[src/rtl/rs_multi_cdb.sv]
// Reservation station for ALU ops: DEPTH entries, NUM_CDB wakeup channels,
// oldest-first single issue over a valid/ready handshake, full flush support.
module rs_multi_cdb #(
   parameter int DEPTH   = 16,
   parameter int XLEN    = 32,
   parameter int OP_W    = 6,
   parameter int ROB_W   = 4,
   parameter int NUM_CDB = 2
) (
   input  logic                       clk,
   input  logic                       rst,
   input  logic                       rdy,
   input  logic                       flush,
   input  logic                       in_valid,
   input  logic [OP_W-1:0]            in_opcode,
   input  logic                       in_use_imm,
   input  logic                       in_qj_ready,
   input  logic                       in_qk_ready,
   input  logic [XLEN-1:0]            in_vj,
   input  logic [XLEN-1:0]            in_vk,
   input  logic [XLEN-1:0]            in_imm,
   input  logic [ROB_W-1:0]           in_rob,
   output logic                       rs_full,
   output logic [$clog2(DEPTH):0]     rs_count,
   input  logic [NUM_CDB-1:0]         cdb_valid,
   input  logic [NUM_CDB*ROB_W-1:0]   cdb_tag,
   input  logic [NUM_CDB*XLEN-1:0]    cdb_val,
   output logic                       ex_valid,
   input  logic                       ex_ready,
   output logic [OP_W-1:0]            ex_opcode,
   output logic [XLEN-1:0]            ex_vj,
   output logic [XLEN-1:0]            ex_vk,
   output logic [XLEN-1:0]            ex_imm,
   output logic [ROB_W-1:0]           ex_rob
);
   localparam int IW = $clog2(DEPTH);

   logic [DEPTH-1:0] r_busy, r_rj, r_rk;
   logic [DEPTH-1:0] r_older [DEPTH];
   logic [OP_W-1:0]  r_op    [DEPTH];
   logic [XLEN-1:0]  r_vj    [DEPTH];
   logic [XLEN-1:0]  r_vk    [DEPTH];
   logic [XLEN-1:0]  r_imm   [DEPTH];
   logic [ROB_W-1:0] r_rob   [DEPTH];
   logic [IW:0]      r_count;
   logic             r_lock;
   logic [IW-1:0]    r_lock_idx;

   logic [XLEN:0]    w_snj [DEPTH];
   logic [XLEN:0]    w_snk [DEPTH];
   logic [XLEN:0]    w_dj, w_dk;
   logic             w_d_rj, w_d_rk;
   logic [XLEN-1:0]  w_d_vj, w_d_vk, w_d_imm;
   logic [DEPTH-1:0] w_cand, w_blk;
   logic             w_any, w_acc, w_xfer;
   logic [IW-1:0]    w_free, w_old_idx, w_sel_idx;

   // Returns {hit, value}; scanning high to low lets channel 0 win ties.
   function automatic logic [XLEN:0] cdb_snoop(input logic [ROB_W-1:0] tag,
                                                input logic [NUM_CDB-1:0] v,
                                                input logic [NUM_CDB*ROB_W-1:0] tags,
                                                input logic [NUM_CDB*XLEN-1:0] vals);
      logic [XLEN:0] res;
      res = '0;
      for (int c = NUM_CDB-1; c >= 0; c--)
         if (v[c] && tags[c*ROB_W +: ROB_W] == tag)
            res = {1'b1, vals[c*XLEN +: XLEN]};
      return res;
   endfunction

   always_comb begin
      for (int i = 0; i < DEPTH; i++) begin
         w_snj[i] = cdb_snoop(r_vj[i][ROB_W-1:0], cdb_valid, cdb_tag, cdb_val);
         w_snk[i] = cdb_snoop(r_vk[i][ROB_W-1:0], cdb_valid, cdb_tag, cdb_val);
      end
      w_dj = cdb_snoop(in_vj[ROB_W-1:0], cdb_valid, cdb_tag, cdb_val);
      w_dk = cdb_snoop(in_vk[ROB_W-1:0], cdb_valid, cdb_tag, cdb_val);
      w_d_rj = in_qj_ready | w_dj[XLEN];
      w_d_vj = (!in_qj_ready && w_dj[XLEN]) ? w_dj[XLEN-1:0] : in_vj;
      if (in_use_imm) begin
         w_d_rk = 1'b1;
         w_d_vk = '0;
      end else begin
         w_d_rk = in_qk_ready | w_dk[XLEN];
         w_d_vk = (!in_qk_ready && w_dk[XLEN]) ? w_dk[XLEN-1:0] : in_vk;
      end
      w_d_imm = in_use_imm ? in_imm : '0;
   end

   // Oldest candidate: one that no other candidate predates in the age matrix.
   always_comb begin
      w_cand    = r_busy & r_rj & r_rk;
      w_any     = |w_cand;
      w_blk     = '0;
      w_old_idx = '0;
      w_free    = '0;
      for (int i = 0; i < DEPTH; i++) begin
         for (int j = 0; j < DEPTH; j++)
            if (w_cand[j] && r_older[j][i]) w_blk[i] = 1'b1;
         if (w_cand[i] && !w_blk[i]) w_old_idx = IW'(i);
      end
      for (int i = DEPTH-1; i >= 0; i--)
         if (!r_busy[i]) w_free = IW'(i);
      w_sel_idx = r_lock ? r_lock_idx : w_old_idx;
   end

   assign rs_full  = &r_busy;
   assign rs_count = r_count;
   assign w_acc    = rdy && in_valid && !rs_full && !flush;
   assign w_xfer   = ex_valid && ex_ready;

   always_comb begin
      ex_valid  = rdy && !flush && w_any;
      ex_opcode = '0;
      ex_vj     = '0;
      ex_vk     = '0;
      ex_imm    = '0;
      ex_rob    = '0;
      if (ex_valid) begin
         ex_opcode = r_op[w_sel_idx];
         ex_vj     = r_vj[w_sel_idx];
         ex_vk     = r_vk[w_sel_idx];
         ex_imm    = r_imm[w_sel_idx];
         ex_rob    = r_rob[w_sel_idx];
      end
   end

   // A stalled issue locks its entry so a late-woken older op cannot swap in.
   always_ff @(posedge clk or negedge rst) begin
      if (!rst) begin
         r_busy     <= '0;
         r_rj       <= '0;
         r_rk       <= '0;
         r_count    <= '0;
         r_lock     <= 1'b0;
         r_lock_idx <= '0;
         for (int i = 0; i < DEPTH; i++) r_older[i] <= '0;
      end else if (rdy) begin
         if (flush) begin
            r_busy  <= '0;
            r_count <= '0;
            r_lock  <= 1'b0;
         end else begin
            for (int i = 0; i < DEPTH; i++) begin
               if (r_busy[i] && !r_rj[i] && w_snj[i][XLEN]) r_rj[i] <= 1'b1;
               if (r_busy[i] && !r_rk[i] && w_snk[i][XLEN]) r_rk[i] <= 1'b1;
            end
            if (w_xfer) begin
               r_busy[w_sel_idx] <= 1'b0;
               r_lock            <= 1'b0;
            end else if (ex_valid) begin
               r_lock     <= 1'b1;
               r_lock_idx <= w_sel_idx;
            end
            if (w_acc) begin
               r_busy[w_free] <= 1'b1;
               r_rj[w_free]   <= w_d_rj;
               r_rk[w_free]   <= w_d_rk;
               r_older[w_free] <= '0;
               for (int j = 0; j < DEPTH; j++)
                  if (j != int'(w_free)) r_older[j][w_free] <= 1'b1;
            end
            r_count <= r_count + {{IW{1'b0}}, w_acc} - {{IW{1'b0}}, w_xfer};
         end
      end
   end

   always_ff @(posedge clk) begin
      if (rdy && !flush) begin
         for (int i = 0; i < DEPTH; i++) begin
            if (r_busy[i] && !r_rj[i] && w_snj[i][XLEN]) r_vj[i] <= w_snj[i][XLEN-1:0];
            if (r_busy[i] && !r_rk[i] && w_snk[i][XLEN]) r_vk[i] <= w_snk[i][XLEN-1:0];
         end
         if (w_acc) begin
            r_op[w_free]  <= in_opcode;
            r_vj[w_free]  <= w_d_vj;
            r_vk[w_free]  <= w_d_vk;
            r_imm[w_free] <= w_d_imm;
            r_rob[w_free] <= in_rob;
         end
      end
   end
endmodule

[config.mk]
export PLATFORM = sky130hd
export DESIGN_NAME = rs_multi_cdb
export DESIGN_NICKNAME = d
export VERILOG_FILES = /design/src/rtl/rs_multi_cdb.sv
export SDC_FILE = /design/constraint.sdc
export NUM_CORES = 2
export LEC_CHECK = 0
export CAP_MARGIN = 10
export CORE_MARGIN = 4
export CORE_UTILIZATION = 25
export CTS_CLUSTER_SIZE = 40
export DETAILED_ROUTE_END_ITERATION = 8
export GPL_TIMING_DRIVEN = 0
export PLACE_DENSITY_LB_ADDON = 0.2
export SLEW_MARGIN = 20
export SYNTH_ARGS = -nofsm -noshare
export SYNTH_HDL_FRONTEND = slang
export SYNTH_SLANG_ARGS = --single-unit
[constraint.sdc]
create_clock -name clk -period 5.93 [get_ports clk]
set_clock_uncertainty 0.05 [all_clocks]
set_input_delay 0.8895 -clock clk [delete_from_list [all_inputs] [get_ports clk]]
set_output_delay 0.8895 -clock clk [all_outputs]
set_load 0.02 [all_outputs]
==> results.yml <==
setup_path:
  cpPeakStageDelay_ns: 0.50
  crit_chain: "buf_4 -> nand4_1 -> o2111ai_1 -> nor4_4 -> buf_4 -> a211oi_4 -> o311ai_4 -> and2_4 -> buf_12 -> buf_16 -> buf_4 -> buf_6 -> nand2_1 -> o21ai_1 -> nor3_2 -> nor3_4 -> buf_6"
  path_common_cell: "buf_4"
  cp.required_ns: 4.99
  arrival_ns: 5.36
  criticalPathCategory: "flip-flop to output pin"
  rrSetupSlack_ns: -0.12
  cp_top_family: "buffers and inverters"
  crit_buf_inv: 7
  cp_max_fo: 10
  crit_path_start_kind: "flip-flop"
  cpMaxStageDelayCell: "nor3_4"
  crit_path_end_kind: "output pin"
timing:
  hold_viol_final: 0
  rsz0062_at_grt: "true"
  slew_viol_final: 0
  setup-tns-final_ns: -17.88
  setup_viol: 116
  worst_slack_ns: -0.365
  maxSlewHeadroom_pct: 6.92
  tightest_slew_ns: 1.40
  clock.fmax_mhz: 159
  fin_crit_ns: 6.29
  finalCritPeriodShare_pct: 106
power_and_ir_drop:
  pwr-share-comb_pct: 21.5
  peakVddDrop_mv: 0.287
  intPower_w: 0.0265
  cellLeakagePower_nw: 47.0
  power_switching_w: 0.0128
  power_density_nw_per_um2: 293
  p_clk_share_pct: 39.4
  seqPwrFrac_pct: 39.1
  p_sw_share_pct: 32.6
synthesis:
  synth_commonest_cells: "edfxtp_1, a21oi_1, clkbuf_1, a221oi_1, nand2_1"
  synth_top_cell_area_share_pct: 49.2
  syn_inst: 9356
  avgSynthCellArea_um2: 11.1
  ys_seq_elements: 1994
  synth_edf_count: 1696
  synthTopCellsByArea: "edfxtp_1, dfrtp_1, a221oi_1"
  ys_seq_area_share_pct: 56.4
  yosysMostFrequentCell: "edfxtp_1"
  syn-num-nets: 9551
  netlist_area_um2: 103000
  ys_types: 72
  ys.flop_type: "edfxtp_1"
  yosysTopAreaCell: "edfxtp_1"
  synthArstFlopShare_pct: 14.9
  yosysWarnings: 0
place:
  numPortBuffers: 227
  place_inst: 15294
  dpl.hpwl_um: 571000
  gp_congestion: 1.04
clocking:
  numCtsBuffers: 242
  htree_levels: 4
  clk_pin_slew_worst_paths_ns: 0.06
  cts-root-buf: "clkbuf_16"
  clock_sinks: 1994
  clockBufferDepth: 4
  cts_tree: "done"
  insertion_delay_ns: 1.03
global_routing:
  grt_usage_pct: 34.3
  antenna_found_initial: 108
  grt_pass1_wl_um: 965000
  overflow: 0
  grt_pass1_vias: 93400
  grt_start_max_net_pins: 86
floorplan:
  die_w_um: 651
  die_h_um: 651
  row_count: 236
  ioPinCount: 302
  fp.dieArea_um2: 424000
  initial_utilization_pct: 25.1
  core_area_um2: 413000
hold_path:
  hold_class: "input port to asynchronous set/reset pin"
drt:
  antenna_left: 0
  drt_iter0_drc: 15884
  avgRoutedWirePerCell_um: 47.4
  vias: 99405
  vias_per_cell: 6.21
  drt-total-wl_um: 759000
  firstDrtPassIters: 9
  drc: 0
finish:
  area_growth_pct: 30.0
  fillerInstances: 41785
  instances_no_fill: 16002
  final_nets: 10446
  drive_above_1_share_pct: 22.1
flow_run:
  cap_violations: 0
status:
  status: "complete, but fails checks"
  violations: "negative setup slack"
registers in the layout, summed over array words and instances, names as in the netlist:
register,flops
r_op,96
rs_count,5
r_vk,512
r_imm,512
r_rk,16
r_rj,16
r_rob,64
r_lock_idx,4
r_older,240
r_busy,16
r_lock,1
r_vj,512
through the flow:
stage	cell area [µm²]	total power, W	worst slack [ns]	util [%]	hold WS, ns
after CTS	132000	0.0386	-0.330	32.0	0.422
final	134000	0.0393	-0.365	32.6	0.430
after global routing	134000	0.0399	-0.321	32.6	0.442
after global placement	113000	0.0220	-10.15	27.3	0.414
after detailed placement	118000	0.0222	-3.44	28.5	0.414
after floorplan	104000	0.0185	0.0949	-	0.396
routing by layer:
layer  part of all wire [%]  global-route usage (%)  vias to the layer above
li1                       -                       -                    37987
met5                  0.096                   0.204                        -
met1                     38                    42.3                    51436
met2                     43                    51.0                     8000
met3                     11                    11.2                     1952
met4                    7.8                    22.4                       30
power by group through the flow:
stage,Clock [W],Sequential [W],Combinational (W)
after global routing,0.0161,0.0154,0.00844
after global placement,0,0.0157,0.00628
after detailed placement,0,0.0157,0.00648
final,0.0155,0.0154,0.00846
after CTS,0.0155,0.0154,0.00771
after floorplan,0,0.0156,0.00284
worst paths after layout:
| kind | startpoint | endpoint | cells past startpoint |
|---|---|---|---|
| setup / recovery | r_rk[6] | ex_vj[31] | 17 |
| setup reg to reg | r_busy[15] | r_vk[4][25] | 13 |
| max in group asynchronous | rst | r_busy[1] | 4 |
| min in group clk | r_older[210] | r_older[210] | 1 |
| hold / removal | rst | r_older[148] | 2 |
| hold reg to reg | r_older[210] | r_older[210] | 1 |
placed cells by master, fill, tap and decap left out, types with 130 or more instances in the layout:
cell and instances:
a21oi_1 1053, buf_6 216, xor2_1 205, mux2i_1 506, clkbuf_1 676, nand2_1 698, clkbuf_16 266, o21ai_0 242
mux2_2 147, buf_12 130, nand4_1 175, nand3_1 231, clkbuf_2 197, a22oi_1 162, buf_4 199, nor2_1 424
edfxtp_1 1696, a221oi_1 795, dfrtp_1 281
cell families (layout without fill, tap and decap cells):
group           count (synthesis)  after routing  share of synthesized area (%)
compound gates               2974           2974                           18.8
simple gates                 2017           2017                           9.17
flops                        1994           1994                           56.4
buf+inv                      1314           2407                           5.40
mux                           776            776                           7.80
xor+xnor                      275            275                           2.33
fa+ha+maj                       6              6                         0.0798
other cells                     0             79                              0
worst register-to-register path: cells and delay by family (launching register included):
kind	cells	cell delay, ns
mux	1	0.42
compound gates	7	1.95
buf+inv	3	2.35
simple gates	2	0.40
flops	1	0.60
what timing repair did:
| action | 4_1_cts | 5_1_grt |
|---|---|---|
| endpoints found under the hold margin | 68 | 0 |
| hold buffers | 1 | 0 |
| setup endpoints to repair | 248 | 109 |
| gates resized for setup | 1872 | 455 |
| pin swaps | 155 | 174 |
| cloned | 18 | 7 |
| setup buffers | 124 | 55 |
cell type report:
cell class / count / area, µm² / share of cell area, %
Antenna cell: 79 / 198 / 0.147
Buffer: 1211 / 7890 / 5.87
Clock buffer: 300 / 6470 / 4.81
Clock inverter: 142 / 1460 / 1.09
Inverter: 93 / 354 / 0.263
Multi-Input combinational cell: 6048 / 43900 / 32.6
Sequential cell: 1994 / 58400 / 43.4
Tap cell: 5474 / 6850 / 5.09
Timing Repair Buffer: 661 / 8960 / 6.66
(Power assumes the default switching activity.)
